$ cat src/rtl/tree_loader_pkg.sv
// Shared constants and state encoding for the tree image loader.
package tree_loader_pkg;

  localparam logic [7:0] SYNC_BYTE    = 8'hA5;
  localparam int         RECORD_BYTES = 7;

  typedef enum logic [2:0] {
    ST_IDLE,
    ST_COUNT,
    ST_RECV,
    ST_WRITE,
    ST_CHECK,
    ST_START,
    ST_ERR
  } state_e;

  // States in which the loader takes bytes from the stream.
  function automatic logic state_accepts(input state_e s);
    return (s != ST_WRITE) && (s != ST_START);
  endfunction

endpackage

$ cat src/rtl/tree_rec_assembler.sv
// Node record assembler: shifts stream bytes MSB-first into a record
// register and keeps the running XOR checksum of every shifted byte.
// Only the last RAM1+RAM2 bits of a record are kept, so the unused top
// bits of the first coefficient byte fall off the end naturally.
module tree_rec_assembler
  import tree_loader_pkg::*;
#(
  parameter int RAM1_DATA_WIDTH = 34,
  parameter int RAM2_DATA_WIDTH = 16
) (
  input  logic                       clk,
  input  logic                       rst_n,
  input  logic                       clr_i,
  input  logic                       shift_i,
  input  logic [7:0]                 byte_i,
  output logic [RAM1_DATA_WIDTH-1:0] ram1_data_o,
  output logic [RAM2_DATA_WIDTH-1:0] ram2_data_o,
  output logic [7:0]                 chk_o
);

  localparam int REC_W = RAM1_DATA_WIDTH + RAM2_DATA_WIDTH;

  logic [REC_W-1:0] rec_q, rec_d;
  logic [7:0]       chk_q, chk_d;

  // Next record/checksum: clear starts a frame, shift absorbs one byte.
  always_comb begin
    rec_d = rec_q;
    chk_d = chk_q;
    if (clr_i) begin
      chk_d = 8'h00;
    end
    if (shift_i) begin
      rec_d = {rec_q[REC_W-9:0], byte_i};
      chk_d = chk_d ^ byte_i;
    end
  end

  // Record and checksum registers.
  always_ff @(posedge clk or negedge rst_n) begin
    if (!rst_n) begin
      rec_q <= '0;
      chk_q <= 8'h00;
    end else begin
      rec_q <= rec_d;
      chk_q <= chk_d;
    end
  end

  assign ram1_data_o = rec_q[RAM2_DATA_WIDTH +: RAM1_DATA_WIDTH];
  assign ram2_data_o = rec_q[RAM2_DATA_WIDTH-1:0];
  assign chk_o       = chk_q;

endmodule

$ cat src/rtl/tree_loader.sv
// Tree image loader: parses SYNC/COUNT/records/CHK frames, writes each
// node record into the coefficient and child memories with a held write
// strobe, then strobes the traversal engine's root-address load.
//
// state    | meaning
// ---------+-----------------------------------------------------------
// IDLE     | hunting for SYNC, other bytes dropped
// COUNT    | next byte is node count N, range checked
// RECV     | collecting the 7 bytes of one node record
// WRITE    | we1/we2 held for WR_HOLD cycles at node index
// CHECK    | next byte is compared against the running XOR
// START    | start held for WR_HOLD cycles at addr 0, then done pulse
// ERR      | sticky error, waiting for SYNC to resynchronise
module tree_loader
  import tree_loader_pkg::*;
#(
  parameter int ADDR_WIDTH      = 4,
  parameter int RAM1_DATA_WIDTH = 34,
  parameter int RAM2_DATA_WIDTH = 16,
  parameter int WR_HOLD         = 4
) (
  input  logic                       clk,
  input  logic                       rst_n,
  input  logic [7:0]                 in_data,
  input  logic                       in_valid,
  output logic                       in_ready,
  output logic                       we1,
  output logic                       we2,
  output logic [ADDR_WIDTH-1:0]      addr,
  output logic [RAM1_DATA_WIDTH-1:0] ram1_data,
  output logic [RAM2_DATA_WIDTH-1:0] ram2_data,
  output logic                       start,
  output logic                       done,
  output logic                       err
);

  localparam int IDXW      = ADDR_WIDTH + 1;
  localparam int MAX_NODES = 2 ** ADDR_WIDTH;
  localparam int HOLDW     = (WR_HOLD > 1) ? $clog2(WR_HOLD) : 1;
  localparam logic [HOLDW-1:0] HOLD_LOAD = HOLDW'(WR_HOLD - 1);
  localparam logic [2:0]       LAST_BYTE = 3'(RECORD_BYTES - 1);

  state_e            state_q, state_d;
  logic [IDXW-1:0]   idx_q, idx_d, cnt_q, cnt_d, idx_inc;
  logic [2:0]        byte_q, byte_d;
  logic [HOLDW-1:0]  hold_q, hold_d;
  logic [ADDR_WIDTH-1:0] addr_q, addr_d;
  logic              rdy_q, rdy_d;
  logic              we_q, we_d;
  logic              start_q, start_d;
  logic              done_q, done_d;
  logic              err_q, err_d;
  logic              take, chk_clr, rec_shift;
  logic [7:0]        chk;

  // in_ready is registered, so a transfer is simply valid while ready.
  assign take    = in_valid & rdy_q;
  assign idx_inc = idx_q + 1'b1;

  tree_rec_assembler #(
    .RAM1_DATA_WIDTH(RAM1_DATA_WIDTH),
    .RAM2_DATA_WIDTH(RAM2_DATA_WIDTH)
  ) u_asm (
    .clk        (clk),
    .rst_n      (rst_n),
    .clr_i      (chk_clr),
    .shift_i    (rec_shift),
    .byte_i     (in_data),
    .ram1_data_o(ram1_data),
    .ram2_data_o(ram2_data),
    .chk_o      (chk)
  );

  // Next-state and next-output decode; strobes default low every cycle.
  always_comb begin
    state_d   = state_q;
    idx_d     = idx_q;
    cnt_d     = cnt_q;
    byte_d    = byte_q;
    hold_d    = hold_q;
    addr_d    = '0;
    we_d      = 1'b0;
    start_d   = 1'b0;
    done_d    = 1'b0;
    err_d     = err_q;
    chk_clr   = 1'b0;
    rec_shift = 1'b0;
    case (state_q)
      ST_IDLE, ST_ERR: begin
        if (take && in_data == SYNC_BYTE) begin
          err_d   = 1'b0;
          state_d = ST_COUNT;
        end
      end
      ST_COUNT: begin
        if (take) begin
          if (in_data != 8'd0 && int'(in_data) <= MAX_NODES) begin
            cnt_d   = IDXW'(in_data);
            idx_d   = '0;
            byte_d  = 3'd0;
            chk_clr = 1'b1;
            state_d = ST_RECV;
          end else begin
            err_d   = 1'b1;
            state_d = ST_ERR;
          end
        end
      end
      ST_RECV: begin
        if (take) begin
          rec_shift = 1'b1;
          if (byte_q == LAST_BYTE) begin
            byte_d  = 3'd0;
            we_d    = 1'b1;
            addr_d  = idx_q[ADDR_WIDTH-1:0];
            hold_d  = HOLD_LOAD;
            state_d = ST_WRITE;
          end else begin
            byte_d = byte_q + 3'd1;
          end
        end
      end
      ST_WRITE: begin
        if (hold_q == '0) begin
          idx_d   = idx_inc;
          state_d = (idx_inc < cnt_q) ? ST_RECV : ST_CHECK;
        end else begin
          hold_d = hold_q - 1'b1;
          we_d   = 1'b1;
          addr_d = addr_q;
        end
      end
      ST_CHECK: begin
        if (take) begin
          if (in_data == chk) begin
            start_d = 1'b1;
            hold_d  = HOLD_LOAD;
            state_d = ST_START;
          end else begin
            err_d   = 1'b1;
            state_d = ST_ERR;
          end
        end
      end
      ST_START: begin
        if (hold_q == '0) begin
          done_d  = 1'b1;
          state_d = ST_IDLE;
        end else begin
          hold_d  = hold_q - 1'b1;
          start_d = 1'b1;
        end
      end
      default: state_d = ST_IDLE;
    endcase
    rdy_d = state_accepts(state_d);
  end

  // State, counters and registered outputs.
  always_ff @(posedge clk or negedge rst_n) begin
    if (!rst_n) begin
      state_q <= ST_IDLE;
      idx_q   <= '0;
      cnt_q   <= '0;
      byte_q  <= 3'd0;
      hold_q  <= '0;
      addr_q  <= '0;
      rdy_q   <= 1'b0;
      we_q    <= 1'b0;
      start_q <= 1'b0;
      done_q  <= 1'b0;
      err_q   <= 1'b0;
    end else begin
      state_q <= state_d;
      idx_q   <= idx_d;
      cnt_q   <= cnt_d;
      byte_q  <= byte_d;
      hold_q  <= hold_d;
      addr_q  <= addr_d;
      rdy_q   <= rdy_d;
      we_q    <= we_d;
      start_q <= start_d;
      done_q  <= done_d;
      err_q   <= err_d;
    end
  end

  assign in_ready = rdy_q;
  assign we1      = we_q;
  assign we2      = we_q;
  assign addr     = addr_q;
  assign start    = start_q;
  assign done     = done_q;
  assign err      = err_q;

endmodule

$ cat config.mk
export PLATFORM = sky130hd
export DESIGN_NAME = tree_loader
export DESIGN_NICKNAME = d
export VERILOG_FILES = /design/src/rtl/tree_loader_pkg.sv /design/src/rtl/tree_rec_assembler.sv /design/src/rtl/tree_loader.sv
export SDC_FILE = /design/constraint.sdc
export NUM_CORES = 1
export LEC_CHECK = 0
export ABC_AREA = 1
export CORE_MARGIN = 2
export CORE_UTILIZATION = 40
export DETAILED_ROUTE_END_ITERATION = 16
export PLACE_DENSITY = 0.71
export SLEW_MARGIN = 20
export SYNTH_ARGS = -nofsm -noshare
export SYNTH_HDL_FRONTEND = slang
export SYNTH_SLANG_ARGS = --single-unit
$ cat constraint.sdc
create_clock -name clk -period 5.1 [get_ports clk]
set_clock_uncertainty 0.2 [all_clocks]
set_input_delay 1.02 -clock clk [delete_from_list [all_inputs] [get_ports clk]]
set_output_delay 1.02 -clock clk [all_outputs]
set_load 0.01 [all_outputs]
==> impl_results.md <==
- Worst Tran Pin Value: around 820 ps
- Root buffer cell: clkbuf_8
- Final Hold Fails: 0
- Max Buffers Root-to-Sink: 2
- Initial DRC count: approximately 200
- Min Tclk post-route: 2610 ps
- Commonest non-fill, non-tap cell in the layout: nand2_1
- Relative slew slack: between 40% and 50%
- Area growth syn-to-layout: 25.5%
- CP max stage cell: inv_2
- Initial Utilization: 40.8%
- Pin count of the biggest net entering global routing: 86
- Synthesis Warnings: 0
- Overall power: 2.93 mW
- PD cells: between 500 and 600 mW/mm^2
- CP Max Fanout: about 50
- Drt pass-1 iters: 5
- Antenna violations before repair: 0
- Depth of the CTS H-tree: 3
- WP data required: 5140 ps
- CTS Buf Count: 9
- Die H: 103 um
- Share of post-route cells with drive strength above 1: 8.09%
- Number of diodes: 0
- Via count: between 3,000 and 4,000
- Hold_buf cts: 0
- Drc violations: 0
- CP Class: primary input to flip-flop
- VDD IR max: about 0.19 mV
- Clock transition at path regs: roughly 90 ps
- Die area: between 0.01 and 0.015 mm^2
- Syn_nets: 490
- CTS tree: built
- Sequential share of the synthesized area: between 50% and 60%
- RD Place Congestion: between 0.8 and 0.9
- First-pass GRT wire length: roughly 14 mm
- Most used cell, CP: nand2_1
- Total track usage: 16.7%
- Number of nets in the layout: around 560
- Final hold slack: 277 ps
- Pleak: 2.39 nW
- Max_cap viols: 0
- Die width: 103 um
- Crit share post-route: a little over 50%
- CP cell instances: clkdlybuf4s50_1 > nand2_1 > nor2_4 > inv_2 > nand2_2 > nand2_1 > o21ai_0
- Worst setup EP type: flip-flop
- Finish-stage setup viols: 0
- Cell area after synthesis: 0.00393 mm^2
- I/O Buffers: 70
- Crit path largest cell delay: 590 ps
- Num Clock Sinks: 85
- Netlist cell types: 29
- Clk Latency, worst-skew pair: ~360 ps
- CP delay by family, top: buffers and inverters
- Mux contribution to synthesized area: 0%
- Hold Path Class: flip-flop to flip-flop
- Commonest non-fill, non-tap cells in the layout: 159 x nand2_1, 85 x dfrtp_1, 69 x clkdlybuf4s50_1
- Detailed-placement wirelength estimate: 5.88 mm
- GR Overflow Total: 0
- Adder-cell area share of the yosys netlist: 2.55%
- F_max: around 0.38 GHz
- Post-route ant nets: 0
- Number of global-route vias before repair: approximately 3,000
- Yosys reg bits: 85
- Core area: 0.00964 mm^2
- Worst EP arrival: 2650 ps
- Syn_area_per_cell: ~8.3 um^2
- Simple-gate portion of the synthesized area: 23.7%
- Routed wire length: ~8.4 mm
- Status: finished, final reports clean
- Post-layout instance area: between 0.004 and 0.005 mm^2
- I/O pins: 71
- # resized after CTS: 0
- Largest family of logic cells by synthesized area: simple AND/OR/NAND/NOR gates
- Rows: 36
- Synth Instances: approximately 470
- Post-synthesis xor/xnor area fraction: under 10%
- Buf/Inv on CP: 2
- Post-CTS Setup Inserts: 0
- Dpl cell area: between 0.004 and 0.005 mm^2
- Crit start category: primary input
- Via-to-Cell Ratio: approximately 4.7
- Max Slew Vio Count: 0
- WL per Instance: between 10 and 15 um
- RSZ-0062 raised after global routing: false
- Compound-Gate Fraction of Synth Area: a little under a tenth
- Setup TNS: 0 ps
## stage by stage
stage                     utilization, %  std cells  worst slack [ps]
after floorplan                        -        471              2930
after global placement              49.0        661              2140
after detailed placement            49.0        661              2090
after CTS                           51.1        677              2480
after global routing                51.2        677              2330
final                               51.2        677              2490
## per-layer routing
layer,GRT usage [%],vias up,wire [um]
li1,-,1600,-
met1,22.0,1481,3790
met2,26.9,75,4060
met3,3.05,14,334
met4,7.89,0,184
met5,0,-,0
## worst min-delay path, cell delays in order (launching register included)
cell	delay, ps
dfrtp_1	350
nand2_1	50
nand2_1	50
## cell families (layout without fill, tap and decap cells)
group           count (synthesis)  in the layout
xor+xnor                       11             11
simple gates                  222            222
compound gates                 67             67
buf+inv                        78            151
fa+ha+maj                       8              8
flops                          85             85
## area by class of cell
class | instances | area, um^2
Clock buffer | 11 | 141
Clock inverter | 5 | 66.3
Fill cell | 918 | 4710
Inverter | 64 | 240
Multi-Input combinational cell | 308 | 1480
Sequential cell | 85 | 2130
Tap cell | 133 | 166
Timing Repair Buffer | 71 | 709
## power breakdown
| part | switching (mW) | internal (mW) |
|---|---|---|
| Sequential | 0.214 | 0.952 |
| Combinational | 0.665 | 0.605 |
| Clock | 0.249 | 0.246 |
| Total | 1.13 | 1.80 |
## flip-flops by register name (all words and copies together), names as in the netlist
register     flops
addr             4
byte_q           3
cnt_q            5
done             1
err              1
hold_q           2
idx_q            5
in_ready         1
start            1
state_q          3
u_asm.chk_o      8
u_asm.rec_q     50
we1              1
## worst paths after layout
kind                                                   from  slack [ps]  cells past startpoint                           to
worst max-delay path                               in_valid        2490                      7        byte_q[0]$_DFFE_PN0P_
worst min-delay path            u_asm.rec_q[46]$_DFFE_PN0P_         280                      2  u_asm.rec_q[46]$_DFFE_PN0P_
worst max register to register         idx_q[0]$_DFFE_PN0P_        2630                     14           in_ready$_DFF_PN0_
worst min register to register  u_asm.rec_q[46]$_DFFE_PN0P_         280                      2  u_asm.rec_q[46]$_DFFE_PN0P_
max in group asynchronous                             rst_n        3650                      1              err$_DFFE_PN0P_
min in group asynchronous                             rst_n         500                      1  u_asm.rec_q[33]$_DFFE_PN0P_
## Yosys cell counts (all sizes together)
cell type    n  area (um^2)
nand4        4         25.0
clkbuf       1         3.75
o21ai       53          269
inv         64          240
nand2      169          664
o31ai        2         15.0
a31oi        1         6.26
nand3b       1         7.51
nor2        31          144
a21oi        7         35.0
nor3         4         20.0
buf         13         78.8
o211ai       1         7.51
a22oi        1         7.51
dfrtp       85         2130
a21boi       2         15.0
xor2        11         96.3
nand3       13         70.1
ha           8          100
Power figures use the tool's default switching activity.
